File: src/rtl/maxpool2x2_ctrl_pkg.sv
// rtl/maxpool2x2_ctrl_pkg.sv - shared types and constants for the 2x2 max-pool controller.
package maxpool_pkg;
  localparam int DATA_W   = 18;
  localparam int SIGN_BIT = DATA_W - 1;

  typedef enum logic [1:0] {IDLE, RUN, DRAIN, DONE} state_t;

  typedef logic [DATA_W-1:0] sample_t;
endpackage

File: src/rtl/maxpool2x2_ctrl_if.sv
// rtl/maxpool2x2_ctrl_if.sv - input and output valid/ready streams of the max-pool controller.
interface maxpool2x2_ctrl_if #(
  parameter int DATA_W = maxpool_pkg::DATA_W
);
  logic              in_valid;
  logic              in_ready;
  logic [DATA_W-1:0] in_data;
  logic              out_valid;
  logic              out_ready;
  logic [DATA_W-1:0] out_data;

  modport master (
    output in_valid, in_data, out_ready,
    input  in_ready, out_valid, out_data
  );

  modport slave (
    input  in_valid, in_data, out_ready,
    output in_ready, out_valid, out_data
  );
endinterface

File: src/rtl/maxpool2x2_ctrl_sm_max2.sv
// rtl/maxpool2x2_ctrl_sm_max2.sv - combinational sign-magnitude max of two samples.
module sm_max2 #(
  parameter int DATA_W = maxpool_pkg::DATA_W
) (
  input  logic [DATA_W-1:0] a,
  input  logic [DATA_W-1:0] b,
  output logic [DATA_W-1:0] y
);
  logic              sa, sb;
  logic [DATA_W-2:0] ma, mb;

  assign sa = a[DATA_W-1];
  assign sb = b[DATA_W-1];
  assign ma = a[DATA_W-2:0];
  assign mb = b[DATA_W-2:0];

  always_comb begin
    y = b;
    // Differing signs also settles +0 against -0.
    if (sa != sb)    y = sa ? b : a;
    else if (!sa)    y = (ma > mb) ? a : b;
    else             y = (mb < ma) ? b : a;
  end
endmodule

File: src/rtl/maxpool2x2_ctrl.sv
// rtl/maxpool2x2_ctrl.sv - 2x2/stride-2 sign-magnitude max-pool stream controller.
// Optional fused ReLU on the pooled output: define MAXPOOL_RELU_EN.
module maxpool2x2_ctrl
  import maxpool_pkg::*;
#(
  parameter int DATA_W = maxpool_pkg::DATA_W,
  parameter int IMG_W  = 28,
  parameter int IMG_H  = 28
) (
  input  logic             clk,
  input  logic             rst,
  input  logic             start,
  maxpool2x2_ctrl_if.slave bus,
  output logic             busy,
  output logic             done
);
  localparam int COL_W = $clog2(IMG_W);
  localparam int ROW_W = $clog2(IMG_H);
  localparam int HALF  = IMG_W / 2;
  localparam int LB_AW = (HALF > 1) ? $clog2(HALF) : 1;

  state_t             state, state_nx;
  logic [COL_W-1:0]   col;
  logic [ROW_W-1:0]   row;
  logic [LB_AW-1:0]   lb_idx;
  logic [1:0]         phase;
  logic [DATA_W-1:0]  hold, out_q, cmp_a, cmp_y, pooled;
  logic [DATA_W-1:0]  lbuf [HALF];
  logic               out_valid_q, in_hs, out_hs, col_last, row_last;

  assign phase    = {row[0], col[0]};
  assign lb_idx   = LB_AW'(col >> 1);
  assign col_last = (col == COL_W'(IMG_W - 1));
  assign row_last = (row == ROW_W'(IMG_H - 1));

  assign bus.in_ready  = (state == RUN) && !(out_valid_q && !bus.out_ready);
  assign bus.out_valid = out_valid_q;
  assign bus.out_data  = out_q;
  assign in_hs  = bus.in_valid && bus.in_ready;
  assign out_hs = out_valid_q && bus.out_ready;

  // Only the odd-row/even-col phase folds in the column partial from the row above.
  assign cmp_a = (phase == 2'b10) ? lbuf[lb_idx] : hold;

  sm_max2 #(.DATA_W(DATA_W)) u_max (
    .a (cmp_a),
    .b (bus.in_data),
    .y (cmp_y)
  );

`ifdef MAXPOOL_RELU_EN
  assign pooled = cmp_y[DATA_W-1] ? '0 : cmp_y;
`else
  assign pooled = cmp_y;
`endif

  always_ff @(posedge clk or posedge rst) begin
    if (rst) state <= IDLE;
    else     state <= state_nx;
  end

  always_comb begin
    state_nx = state;
    busy     = 1'b0;
    done     = 1'b0;
    case (state)
      IDLE:  if (start) state_nx = RUN;
      RUN: begin
        busy = 1'b1;
        if (in_hs && col_last && row_last) state_nx = DRAIN;
      end
      DRAIN: begin
        busy = 1'b1;
        if (out_hs) state_nx = DONE;
      end
      DONE: begin
        done     = 1'b1;
        state_nx = IDLE;
      end
      default: state_nx = IDLE;
    endcase
  end

  always_ff @(posedge clk or posedge rst) begin
    if (rst) begin
      col         <= '0;
      row         <= '0;
      hold        <= '0;
      out_q       <= '0;
      out_valid_q <= 1'b0;
    end else begin
      if (in_hs) begin
        if (col_last) begin
          col <= '0;
          row <= row_last ? '0 : row + 1'b1;
        end else begin
          col <= col + 1'b1;
        end
        case (phase)
          2'b00:   hold  <= bus.in_data;
          2'b10:   hold  <= cmp_y;
          2'b11:   out_q <= pooled;
          default: ;
        endcase
      end
      if (in_hs && phase == 2'b11) out_valid_q <= 1'b1;
      else if (out_hs)             out_valid_q <= 1'b0;
    end
  end

  // Contents are don't-care between maps, so the line buffer carries no reset.
  always_ff @(posedge clk) begin
    if (in_hs && phase == 2'b01) lbuf[lb_idx] <= cmp_y;
  end
endmodule

File: src/flat_wrapper.sv
// flat-port wrapper written by rule: the top's interface ports become plain ports
module maxpool2x2_ctrl_flat import maxpool_pkg::*;
#(
  parameter int DATA_W = maxpool_pkg::DATA_W,
  parameter int IMG_W  = 28,
  parameter int IMG_H  = 28
)
  (clk, rst, start, busy, done, bus_in_valid, bus_in_data, bus_out_ready, bus_in_ready, bus_out_valid, bus_out_data);
  maxpool2x2_ctrl_if #(.DATA_W(DATA_W)) bus_i ();
  input  logic clk;
  input  logic rst;
  input  logic start;
  output logic busy;
  output logic done;
  input wire logic [$bits(bus_i.in_valid)-1:0] bus_in_valid;
  input wire logic [$bits(bus_i.in_data)-1:0] bus_in_data;
  input wire logic [$bits(bus_i.out_ready)-1:0] bus_out_ready;
  output wire logic [$bits(bus_i.in_ready)-1:0] bus_in_ready;
  output wire logic [$bits(bus_i.out_valid)-1:0] bus_out_valid;
  output wire logic [$bits(bus_i.out_data)-1:0] bus_out_data;
  assign bus_i.in_valid = bus_in_valid;
  assign bus_i.in_data = bus_in_data;
  assign bus_i.out_ready = bus_out_ready;
  assign bus_in_ready = bus_i.in_ready;
  assign bus_out_valid = bus_i.out_valid;
  assign bus_out_data = bus_i.out_data;
  maxpool2x2_ctrl #(.DATA_W(DATA_W), .IMG_W(IMG_W), .IMG_H(IMG_H)) u_core (.clk(clk), .rst(rst), .start(start), .bus(bus_i), .busy(busy), .done(done));
endmodule
File: config.mk
export PLATFORM = sky130hd
export DESIGN_NAME = maxpool2x2_ctrl_flat
export DESIGN_NICKNAME = d
export VERILOG_FILES = /design/src/rtl/maxpool2x2_ctrl_pkg.sv /design/src/rtl/maxpool2x2_ctrl_if.sv /design/src/rtl/maxpool2x2_ctrl_sm_max2.sv /design/src/rtl/maxpool2x2_ctrl.sv /design/src/flat_wrapper.sv
export SDC_FILE = /design/constraint.sdc
export NUM_CORES = 1
export LEC_CHECK = 0
export BUFFER_PORTS_ARGS = -buffer_cell sky130_fd_sc_hd__buf_2
export CAP_MARGIN = 20
export CORE_ASPECT_RATIO = 1.1
export CORE_MARGIN = 1.5
export CORE_UTILIZATION = 45
export DETAILED_ROUTE_END_ITERATION = 12
export HOLD_SLACK_MARGIN = 0.05
export RECOVER_POWER = 25
export SETUP_SLACK_MARGIN = 0.4
export SYNTH_ARGS = -nofsm -noshare
export SYNTH_HDL_FRONTEND = slang
export SYNTH_SLANG_ARGS = --single-unit
File: constraint.sdc
create_clock -name clk -period 8.1 [get_ports clk]
set_input_delay 1.62 -clock clk [delete_from_list [all_inputs] [get_ports clk]]
set_output_delay 1.62 -clock clk [all_outputs]
set_load 0.02 [all_outputs]
==> results of run 1 <==
==> path summary, 6_finish.rpt <==
path / endpoint / slack [ns]
hold reg to reg: u_core.hold[15]$_DFFE_PP0P_ / 0.47
setup / recovery: u_core.lbuf[6][12]$_DFFE_PP_ / 1.76
hold / removal: u_core.hold[15]$_DFFE_PP0P_ / 0.47
setup reg to reg: u_core.lbuf[6][12]$_DFFE_PP_ / 1.76
max in group asynchronous: u_core.col[1]$_DFFE_PP0P_ / 3.84
min in group asynchronous: u_core.state[1]$_DFFE_PP0P_ / 2.18
==> worst min-delay path, cell delays in order (launching register included) <==
cell     delay [ns]
dfrtp_1        0.34
nand2_1        0.05
o31ai_1        0.05
==> cell type report <==
class,count,area (sq um)
multi-input cells,437,4020
clock inverters,17,165
well taps,368,460
inverters,24,90.1
fillers,2304,14000
repair buffers,55,262
flip-flops and latches,301,8800
clock buffers,38,812
==> power by group through the flow <==
stage | Combinational (mW) | Clock [mW] | Sequential [mW]
2_1_floorplan | 1.14 | 0 | 2.15
3_3_place_gp | 1.34 | 0 | 2.28
3_5_place_dp | 1.41 | 0 | 2.29
4_1_cts | 1.42 | 1.39 | 2.26
5_1_grt | 1.54 | 1.45 | 2.28
6_report | 1.41 | 1.37 | 2.25
==> layer usage <==
metal  vias to the layer above  track usage  share of wire
met5                         -            0              0
met4                         0       0.0664          0.024
met3                        60       0.0272          0.056
met2                       278        0.361           0.51
met1                      3789        0.289           0.41
li1                       3273            -              -
==> placed cells by master, fill, tap and decap left out, types with 3 or more instances in the layout <==
cell type	synthesis	layout
a21o_1	5	5
a21oi_1	45	45
and3_1	3	3
buf_2	15	23
buf_4	2	7
bufinv_16	0	3
clkbuf_1	22	31
clkbuf_16	0	31
clkinv_1	0	5
clkinv_2	0	6
clkinv_4	0	3
dfrtp_1	49	46
edfxtp_1	252	252
ha_1	23	23
inv_1	23	23
mux2_2	36	36
mux2i_1	5	5
mux4_2	68	68
nand2_1	62	62
nand2b_1	7	7
nand3_1	11	11
nand4_1	9	9
nor2_1	37	29
nor2_4	0	8
nor3_1	44	42
nor3_2	1	3
o21ai_0	8	8
o31ai_1	33	33
==> per-stage QoR <==
stage	util	hold WS, ns	area [sq um]
2_1_floorplan	-	0.445	13000
3_3_place_gp	0.479	0.456	13700
3_5_place_dp	0.479	0.463	13700
4_1_cts	0.513	0.476	14700
5_1_grt	0.510	0.508	14600
6_report	0.510	0.473	14600
==> state kept, by name, summed over array words and instances, names as in the netlist <==
name                  count
u_core.bus.out_data      18
u_core.col                5
u_core.row                5
u_core.lbuf             252
u_core.bus.out_valid      1
u_core.hold              18
u_core.state              2
==> cell usage after synthesis (all sizes together) <==
cell type,n,area [sq um]
nor3,47,263
o211ai,1,7.51
or3,2,12.5
mux4,68,1530
o41ai,1,8.76
nand3,11,55.1
and2,3,18.8
buf,23,120
and3,3,18.8
a21oi,46,234
nand2,63,239
o31ai,33,248
mux2,38,428
nor4,2,12.5
a22oi,1,7.51
a21boi,2,18.8
dfrtp,49,1230
edfxtp,252,7570
nand4,9,56.3
o21a,1,7.51
ha,23,288
o41a,1,11.3
and4b,1,10.0
a21o,5,37.5
o32a,1,10.0
inv,24,90.1
and4,2,17.5
mux2i,6,72.6
o22a,1,8.76
a31o,1,8.76
a2111oi,1,10.0
nor2b,3,18.8
or3b,1,8.76
a31oi,2,12.5
nand2b,7,43.8
nor3b,1,7.51
a221oi,2,17.5
o21ai,11,62.6
nor2,37,139
clkbuf,22,82.6
==> cells by family (layout without fill, tap and decap cells) <==
group / Yosys count / after routing / synth area share
DFF: 301 / 301 / 0.674
and+or+nand+nor: 192 / 192 / 0.0706
muxes: 112 / 112 / 0.156
adders and majority gates: 23 / 23 / 0.0221
buffers and inverters: 69 / 134 / 0.0225
AOI/OAI and AO/OA: 110 / 110 / 0.0545
==> summary.md, run 1 <==
| Metric | Value |
|---|---|
| DR pass1 iterations | `5` |
| Wire length per cell | `25.0 microns` |
| Sw frac | `0.312` |
| N_diodes | `0` |
| Synth Area per Inst | `16.2 sq um` |
| Mapped Nets | `853` |
| Post-synthesis sequential area ratio | `0.674` |
| Required time of the critical path | `8.33 ns` |
| Instance count on the critical path | `13` |
| Die width | `165 microns` |
| Via count | `7400` |
| Static Leak | `4.93 nW` |
| Setup Fix Bufs, Post-CTS | `0` |
| Synth Cell Area | `13000 sq um` |
| PostCTS Resize Cnt | `0` |
| 1st-iter DRT viols | `599` |
| Share of post-route cells with drive strength above 1 | `0.234` |
| CP top delay family | `compound AO/OA/AOI/OAI gates` |
| Crit path max-delay cell type | `dfrtp_4` |
| P_int | `3.46 mW` |
| Initial antenna violation count | `0` |
| Max stage delay on crit path | `1.02 ns` |
| Least-Margin Pin Slew | `2.96 ns` |
| Slew Limit Fails | `182` |
| Worst setup path startpoint | `u_core.col[1]$_DFFE_PP0P_` |
| Aggregate global routing overflow | `0` |
| Reg power frac | `0.448` |
| Vias/cell | `5.97` |
| RSZ-0062 raised after global routing | `false` |
| Vias in the first global route | `7448` |
| Hold Buf Count CTS | `0` |
| Gr usage total | `0.214` |
| Failing checks | `max-capacitance violations, max-slew violations` |
| Clock power frac | `0.272` |
| Worst-path clk slew | `0.06 ns` |
| Starting Density | `0.455` |
| Reg2Reg Depth | `13` |
| Most used cell, CP | `mux4_2` |
| DRC Markers | `0` |
| Hold Path Origin | `u_core.hold[15]$_DFFE_PP0P_` |
| DIE AREA | `30000 sq um` |
| Cell Chain, Critical Path | `buf_4, mux4_2, mux4_2, mux2_2, inv_1, ha_1, nand4_1, nand3_1, a221oi_1, a31oi_1, o21ai_2, a21oi_1, nor2_1` |
| Worst Hold Depth | `2` |
| Post-place setup slack | `1.69 ns` |
| Final ANT Viol Nets | `0` |
| Synth warnings | `0` |
| Worst Setup Start Kind | `register` |
| DP Wirelength | `18200 microns` |
| First-pass GRT wire length | `46400 microns` |
| Htree depth | `1` |
| IO Pins | `45` |
| Worst skew pair latency | `0.55 ns` |
| CP arrival | `6.57 ns` |
| Row count | `65` |
| Pwr Total | `5.03 mW` |
| Area delta synth->final | `12.1%` |
| Final setup viols | `0` |
| Clk sinks | `301` |
| Rel. slew slack | `-0.973` |
| Placed Cells | `1185` |
| Worst setup EP type | `register` |
| Maxcap violations | `7` |
| Core Area | `28600 sq um` |
| Buf/Inv on CP | `2` |
| Gpl congestion | `0.788` |
| CTS tree | `done` |
| Max Buffers Root-to-Sink | `3` |
| Final Hold Vio Count | `0` |
| Largest net degree at the start of global routing | `54` |
| Final Skew | `0.0140 ns` |
| Combinational power share | `0.280` |
| Worst VDD drop | `0.000198 V` |
| Worst reg2reg startpoint | `u_core.col[1]$_DFFE_PP0P_` |
| Total net switching power | `1.57 mW` |
| Pwr/cell area | `344 nW/um^2` |
| Mapped Cells | `807` |
| Status | `complete, but fails checks` |
| Period Utilization, post-route | `0.782` |
| Post-synthesis register bit count | `301` |
| Final net count | `895` |
| Max Freq | `158 MHz` |
| Port Buffers | `44` |
| Fin cells | `1240` |
| CP Max Fanout | `53` |
| Netlist cell types | `53` |
| Crit Path Category | `register to register` |
| Final worst path period need | `6.34 ns` |
| Root buf cell | `clkbuf_16` |
| Fin worst setup slack | `1.76 ns` |
| Routed WL | `31000 microns` |
| Chip Height | `182 microns` |
| Worst min path class | `register to register` |
| Cts bufs inserted | `30` |
| Setup_tns | `0 ns` |
Power figures use the tool's default switching activity.
==> run 2, diff against run 1 <==
clock period = 6.4 ns   (was 8.1 ns; I/O delays follow)
==> run 2 against run 1 <==
  * The flow still finishes with violations (max-capacitance violations, max-slew violations)
  * Core utilization up 0.89 points
  * Non-clock buffer count up 15
  * Power up 33%
  * Clock skew down 0.0012 ns
  * Via count up 1.9%
  * Sequential share of layout area down 1.0 points
  * Count of clock-buffer cells in the layout down 2
  * Global-route usage up 0.38 points
  * Sequential power up 25%
  * Critical path depth up 2
  * Highest routed layer is now met5
==> summary.md, run 2 (synthesis results as in run 1) <==
| Metric | Value |
|---|---|
| Most used cell, CP | `buf_4` |
| Largest net degree at the start of global routing | `50` |
| DR pass1 iterations | `6` |
| Final ANT Viol Nets | `0` |
| Crit Path Category | `register to register` |
| Max FFs per register | `252` |
| Reg power frac | `0.421` |
| P_int | `4.63 mW` |
| WHS | `0.475 ns` |
| Worst-path clk slew | `0.07 ns` |
| Routed WL | `31900 microns` |
| Top reg by flops | `u_core.lbuf` |
| CP Max Fanout | `28` |
| Most frequent cells in the layout | `252 x edfxtp_1, 68 x mux4_2, 62 x nand2_1, 46 x dfrtp_1, 45 x a21oi_1` |
| Crit path max-delay cell type | `dfrtp_2` |
| Clk sinks | `301` |
| Hold Buf Count CTS | `0` |
| Buf/Inv on CP | `4` |
| Vias in the first global route | `7617` |
| Combinational power share | `0.290` |
| Least-Margin Pin Slew | `2.93 ns` |
| Port Buffers | `44` |
| Instance count on the critical path | `15` |
| Cell Chain, Critical Path | `buf_4, buf_4, mux4_2, mux4_2, mux2_2, inv_1, ha_1, nand4_1, nor4_1, nand2_1, or3_1, nand3_1, buf_4, a21oi_1, nor2_1` |
| Max stage delay on crit path | `0.91 ns` |
| Aggregate global routing overflow | `0` |
| Cts bufs inserted | `30` |
| Critical Path Sink | `u_core.lbuf[4][9]$_DFFE_PP_` |
| Final worst path period need | `5.68 ns` |
| Reg2Reg Depth | `15` |
| DRC Markers | `0` |
| Worst setup EP type | `register` |
| Failing checks | `max-capacitance violations, max-slew violations` |
| Vias/cell | `6.01` |
| Wire length per cell | `25.4 microns` |
| Rel. slew slack | `-0.951` |
| Commonest non-fill, non-tap cell in the layout | `edfxtp_1` |
| Root buf cell | `clkbuf_16` |
| First-pass GRT wire length | `47300 microns` |
| 1st-iter DRT viols | `621` |
| Worst VDD drop | `0.000222 V` |
| Worst Setup Start Kind | `register` |
| DP Wirelength | `19000 microns` |
| Gr usage total | `0.217` |
| Status | `complete, but fails checks` |
| Initial antenna violation count | `1` |
| Clock power frac | `0.290` |
| Max Buffers Root-to-Sink | `3` |
| Slew Limit Fails | `182` |
| Final setup viols | `0` |
| Chip Height | `182 microns` |
| Worst min path class | `register to register` |
| Worst setup path startpoint | `u_core.col[2]$_DFFE_PP0P_` |
| Pwr/cell area | `449 nW/um^2` |
| DIE AREA | `30000 sq um` |
| Final Hold Vio Count | `0` |
| Max Freq | `176 MHz` |
| Setup_tns | `0 ns` |
| CTS tree | `done` |
| Period Utilization, post-route | `0.888` |
| Htree depth | `1` |
| Starting Density | `0.455` |
| Core Area | `28600 sq um` |
| IO Pins | `45` |
| Gpl congestion | `0.827` |
| Hold Path Origin | `u_core.hold[1]$_DFFE_PP0P_` |
| N_diodes | `0` |
| Maxcap violations | `7` |
| Pwr Total | `6.68 mW` |
| CP arrival | `5.94 ns` |
| Final net count | `910` |
| Static Leak | `5.05 nW` |
| Final Skew | `0.0128 ns` |
| RSZ-0062 raised after global routing | `false` |
| R2R Path End | `u_core.lbuf[4][9]$_DFFE_PP_` |
| Required time of the critical path | `6.65 ns` |
| Worst reg2reg startpoint | `u_core.col[2]$_DFFE_PP0P_` |
| CP top delay family | `simple AND/OR/NAND/NOR gates` |
| Row count | `65` |
| Worst skew pair latency | `0.56 ns` |
| FF-to-FF setup slack | `0.72 ns` |
| Via count | `7543` |
| Die width | `165 microns` |
| Share of post-route cells with drive strength above 1 | `0.252` |
| Total net switching power | `2.05 mW` |
| Sw frac | `0.307` |
| Area delta synth->final | `14.0%` |
## run 2: worst min path at each step
stage | to | slack [ns] | cells after the start
2_1_floorplan | u_core.hold[10]$_DFFE_PP0P_ | 0.44 | 2
3_3_place_gp | u_core.hold[11]$_DFFE_PP0P_ | 0.46 | 2
3_5_place_dp | u_core.hold[1]$_DFFE_PP0P_ | 0.46 | 2
4_1_cts | u_core.hold[1]$_DFFE_PP0P_ | 0.48 | 2
5_1_grt | u_core.hold[1]$_DFFE_PP0P_ | 0.50 | 2
6_report | u_core.hold[1]$_DFFE_PP0P_ | 0.48 | 2
## run 2: layout make-up
cell class	count	area, sq um
Tap cell	368	460
Timing Repair Buffer	70	387
Clock buffer	36	783
Clock inverter	20	318
Inverter	24	90.1
Multi-Input combinational cell	437	4030
Fill cell	2315	13800
Sequential cell	301	8800
## run 2: stage by stage
stage	instance area, sq um	util	worst slack [ns]	cells
finish	14900	0.519	0.719	1256
global route	14900	0.519	0.410	1256
CTS	14900	0.522	0.693	1256
detailed placement	13800	0.483	0.732	1200
global placement	13800	0.483	0.935	1200
floorplan	13000	-	1.39	807
## run 2: what timing repair did
action	in CTS	in global routing
gates resized for setup	0	2
setup buffers	0	0
endpoints found under the setup margin	0	24
## run 2: worst reg2reg max path, cell delays in order, from the launching register on
cell and delay (ns):
dfrtp_2 0.91, buf_4 0.41, buf_4 0.25, mux4_2 0.31
mux4_2 0.49, mux2_2 0.31, inv_1 0.07, ha_1 0.12
nand4_1 0.17, nor4_1 0.39, nand2_1 0.14, or3_1 0.40
nand3_1 0.39, buf_4 0.29, a21oi_1 0.14, nor2_1 0.58
## run 2: power by group through the flow
| stage | Clock (mW) | Combinational (mW) | Sequential (mW) |
|---|---|---|---|
| after CTS | 1.95 | 1.94 | 2.82 |
| after floorplan | 0 | 1.45 | 2.72 |
| after global routing | 2.04 | 2.11 | 2.83 |
| after detailed placement | 0 | 1.93 | 2.86 |
| final | 1.93 | 1.94 | 2.81 |
| after global placement | 0 | 1.86 | 2.85 |
## run 2: layer usage
metal	global-route usage	vias up	wire, microns
li1	-	3311	-
met1	0.305	3893	13700
met2	0.354	275	15400
met3	0.0324	62	1990
met4	0.0639	2	893
met5	0	-	14
==> run 3, diff against run 2 <==
MAX_ROUTING_LAYER = met4   (was default)
==> run 3 against run 2 <==
  * The flow still finishes with violations (max-capacitance violations, max-slew violations)
  * Clock skew is 0.0027 ns higher
  * Sequential share of layout area hardly changed
  * Non-clock buffer count unchanged
  * Sequential power is essentially flat
  * Largest cell class unchanged
  * Largest power group unchanged
  * Core utilization about the same
  * Routed wire length about the same
  * Critical endpoint unchanged
  * Critical path type unchanged
  * First-iteration DRC count is 2.3% higher
==> summary.md, run 3 (synthesis results as in run 1) <==
| Metric | Value |
|---|---|
| Final Hold Vio Count | `0` |
| Static Leak | `5.05 nW` |
| Worst-path clk slew | `0.07 ns` |
| Routed WL | `31900 microns` |
| CP arrival | `5.94 ns` |
| Share of post-route cells with drive strength above 1 | `0.252` |
| Clock power frac | `0.289` |
| Max Buffers Root-to-Sink | `3` |
| Placed Cells | `1200` |
| Max Freq | `176 MHz` |
| Cts bufs inserted | `30` |
| Via count | `7596` |
| RSZ-0062 raised after global routing | `false` |
| Root buf cell | `clkbuf_16` |
| Required time of the critical path | `6.65 ns` |
| Worst reg2reg startpoint | `u_core.col[2]$_DFFE_PP0P_` |
| Reg power frac | `0.421` |
| IO Pins | `45` |
| Combinational power share | `0.290` |
| DR pass1 iterations | `5` |
| Final ANT Viol Nets | `0` |
| Setup_tns | `0 ns` |
| Vias/cell | `6.04` |
| Post-place setup slack | `0.732 ns` |
| Area delta synth->final | `14.1%` |
| Final setup viols | `0` |
| Core Area | `28600 sq um` |
| 1st-iter DRT viols | `635` |
| CTS tree | `done` |
| Fin worst setup slack | `0.711 ns` |
| DP Wirelength | `19000 microns` |
| PostCTS Resize Cnt | `0` |
| Wire length per cell | `25.4 microns` |
| Top reg by flops | `u_core.lbuf` |
| DIE AREA | `30000 sq um` |
| Vias in the first global route | `7620` |
| Least-Margin Pin Slew | `2.97 ns` |
| Rel. slew slack | `-0.980` |
| Largest net degree at the start of global routing | `50` |
| Worst setup EP type | `register` |
| Chip Height | `182 microns` |
| Failing checks | `max-capacitance violations, max-slew violations` |
| Commonest non-fill, non-tap cell in the layout | `edfxtp_1` |
| Clk sinks | `301` |
| Aggregate global routing overflow | `0` |
| Crit Path Category | `register to register` |
| M1 wire length | `13800 microns` |
| Gr usage total | `0.224` |
| Worst skew pair latency | `0.56 ns` |
| Final worst path period need | `5.69 ns` |
| Period Utilization, post-route | `0.889` |
| Starting Density | `0.455` |
| Fin cells | `1257` |
| Max FFs per register | `252` |
| Worst VDD drop | `0.000223 V` |
| Met2 routed WL | `15500 microns` |
| Gpl congestion | `0.840` |
| Htree depth | `1` |
| Post-DP Area | `13800 sq um` |
| Worst setup path startpoint | `u_core.col[2]$_DFFE_PP0P_` |
| Hold Path Origin | `u_core.hold[1]$_DFFE_PP0P_` |
| Design Area, Final | `14900 sq um` |
| Final net count | `910` |
| Maxcap violations | `7` |
| Setup Fix Bufs, Post-CTS | `0` |
| Status | `complete, but fails checks` |
| Worst Setup Start Kind | `register` |
| DR WL met3 | `1810 microns` |
| DRC Markers | `0` |
| First-pass GRT wire length | `47300 microns` |
| Most frequent cells in the layout | `252 x edfxtp_1, 68 x mux4_2, 62 x nand2_1, 46 x dfrtp_1, 45 x a21oi_1` |
| Sw frac | `0.307` |
| Hold Buf Count CTS | `0` |
| Total net switching power | `2.05 mW` |
| Die width | `165 microns` |
| Row count | `65` |
| Initial antenna violation count | `0` |
| Final Skew | `0.0155 ns` |
| Worst min path class | `register to register` |
| Slew Limit Fails | `182` |
| P_int | `4.63 mW` |
| Top Metal Used | `met4` |
| Port Buffers | `44` |
| FF-to-FF setup slack | `0.71 ns` |
| Pwr/cell area | `449 nW/um^2` |
| Filler cells | `2314` |
| CP Max Fanout | `28` |
==> run 3: cell types whose count changed in the layout (fill, tap and decap cells not counted), sizes merged <==
| cell | previous run | this run |
|---|---|---|
| diode | 0 | 1 |
==> run 3: stage by stage <==
stage               hold slack, ns  utilization  total power [mW]
finish                       0.475        0.519              6.68
global placement             0.459        0.483              4.71
CTS                          0.476        0.522              6.71
global route                 0.496        0.519              6.98
floorplan                    0.445            -              4.17
detailed placement           0.462        0.483              4.79
==> run 3: final timing paths <==
path	cells after the start	end
hold / removal	2	u_core.hold[1]$_DFFE_PP0P_
setup reg to reg	15	u_core.lbuf[4][9]$_DFFE_PP_
hold reg to reg	2	u_core.hold[1]$_DFFE_PP0P_
setup / recovery	15	u_core.lbuf[4][9]$_DFFE_PP_
max in group asynchronous	3	u_core.col[1]$_DFFE_PP0P_
min in group asynchronous	3	u_core.state[1]$_DFFE_PP0P_
==> run 3: final cells by class <==
cell class	instances	area (sq um)	area share
multi-input cells	437	4030	0.271
well taps	368	460	0.0310
repair buffers	70	387	0.0260
inverters	24	90.1	0.00606
flip-flops and latches	301	8800	0.592
clock inverters	20	318	0.0214
diodes	1	2.50	0.000168
clock buffers	36	783	0.0527
==> run 3: metal layers <==
layer | GRT usage | vias to the layer above
met2 | 0.356 | 271
met5 | - | -
met4 | 0.0600 | 0
met1 | 0.305 | 3950
met3 | 0.0313 | 63
li1 | - | 3312
==> run 3: worst max-delay path, cell delays in order, from the launching register on <==
cell and delay [ns]:
dfrtp_2 0.91, buf_4 0.39, buf_4 0.25, mux4_2 0.30
mux4_2 0.50, mux2_2 0.31, inv_1 0.07, ha_1 0.12
nand4_1 0.18, nor4_1 0.39, nand2_1 0.14, or3_1 0.40
nand3_1 0.39, buf_4 0.30, a21oi_1 0.13, nor2_1 0.59
==> run 3: power groups by stage <==
stage | clock, mW | sequential (mW) | combinational, mW
after floorplan | 0 | 2.72 | 1.45
after detailed placement | 0 | 2.86 | 1.93
after global placement | 0 | 2.85 | 1.86
after global routing | 2.04 | 2.83 | 2.11
after CTS | 1.95 | 2.82 | 1.94
final | 1.93 | 2.81 | 1.94
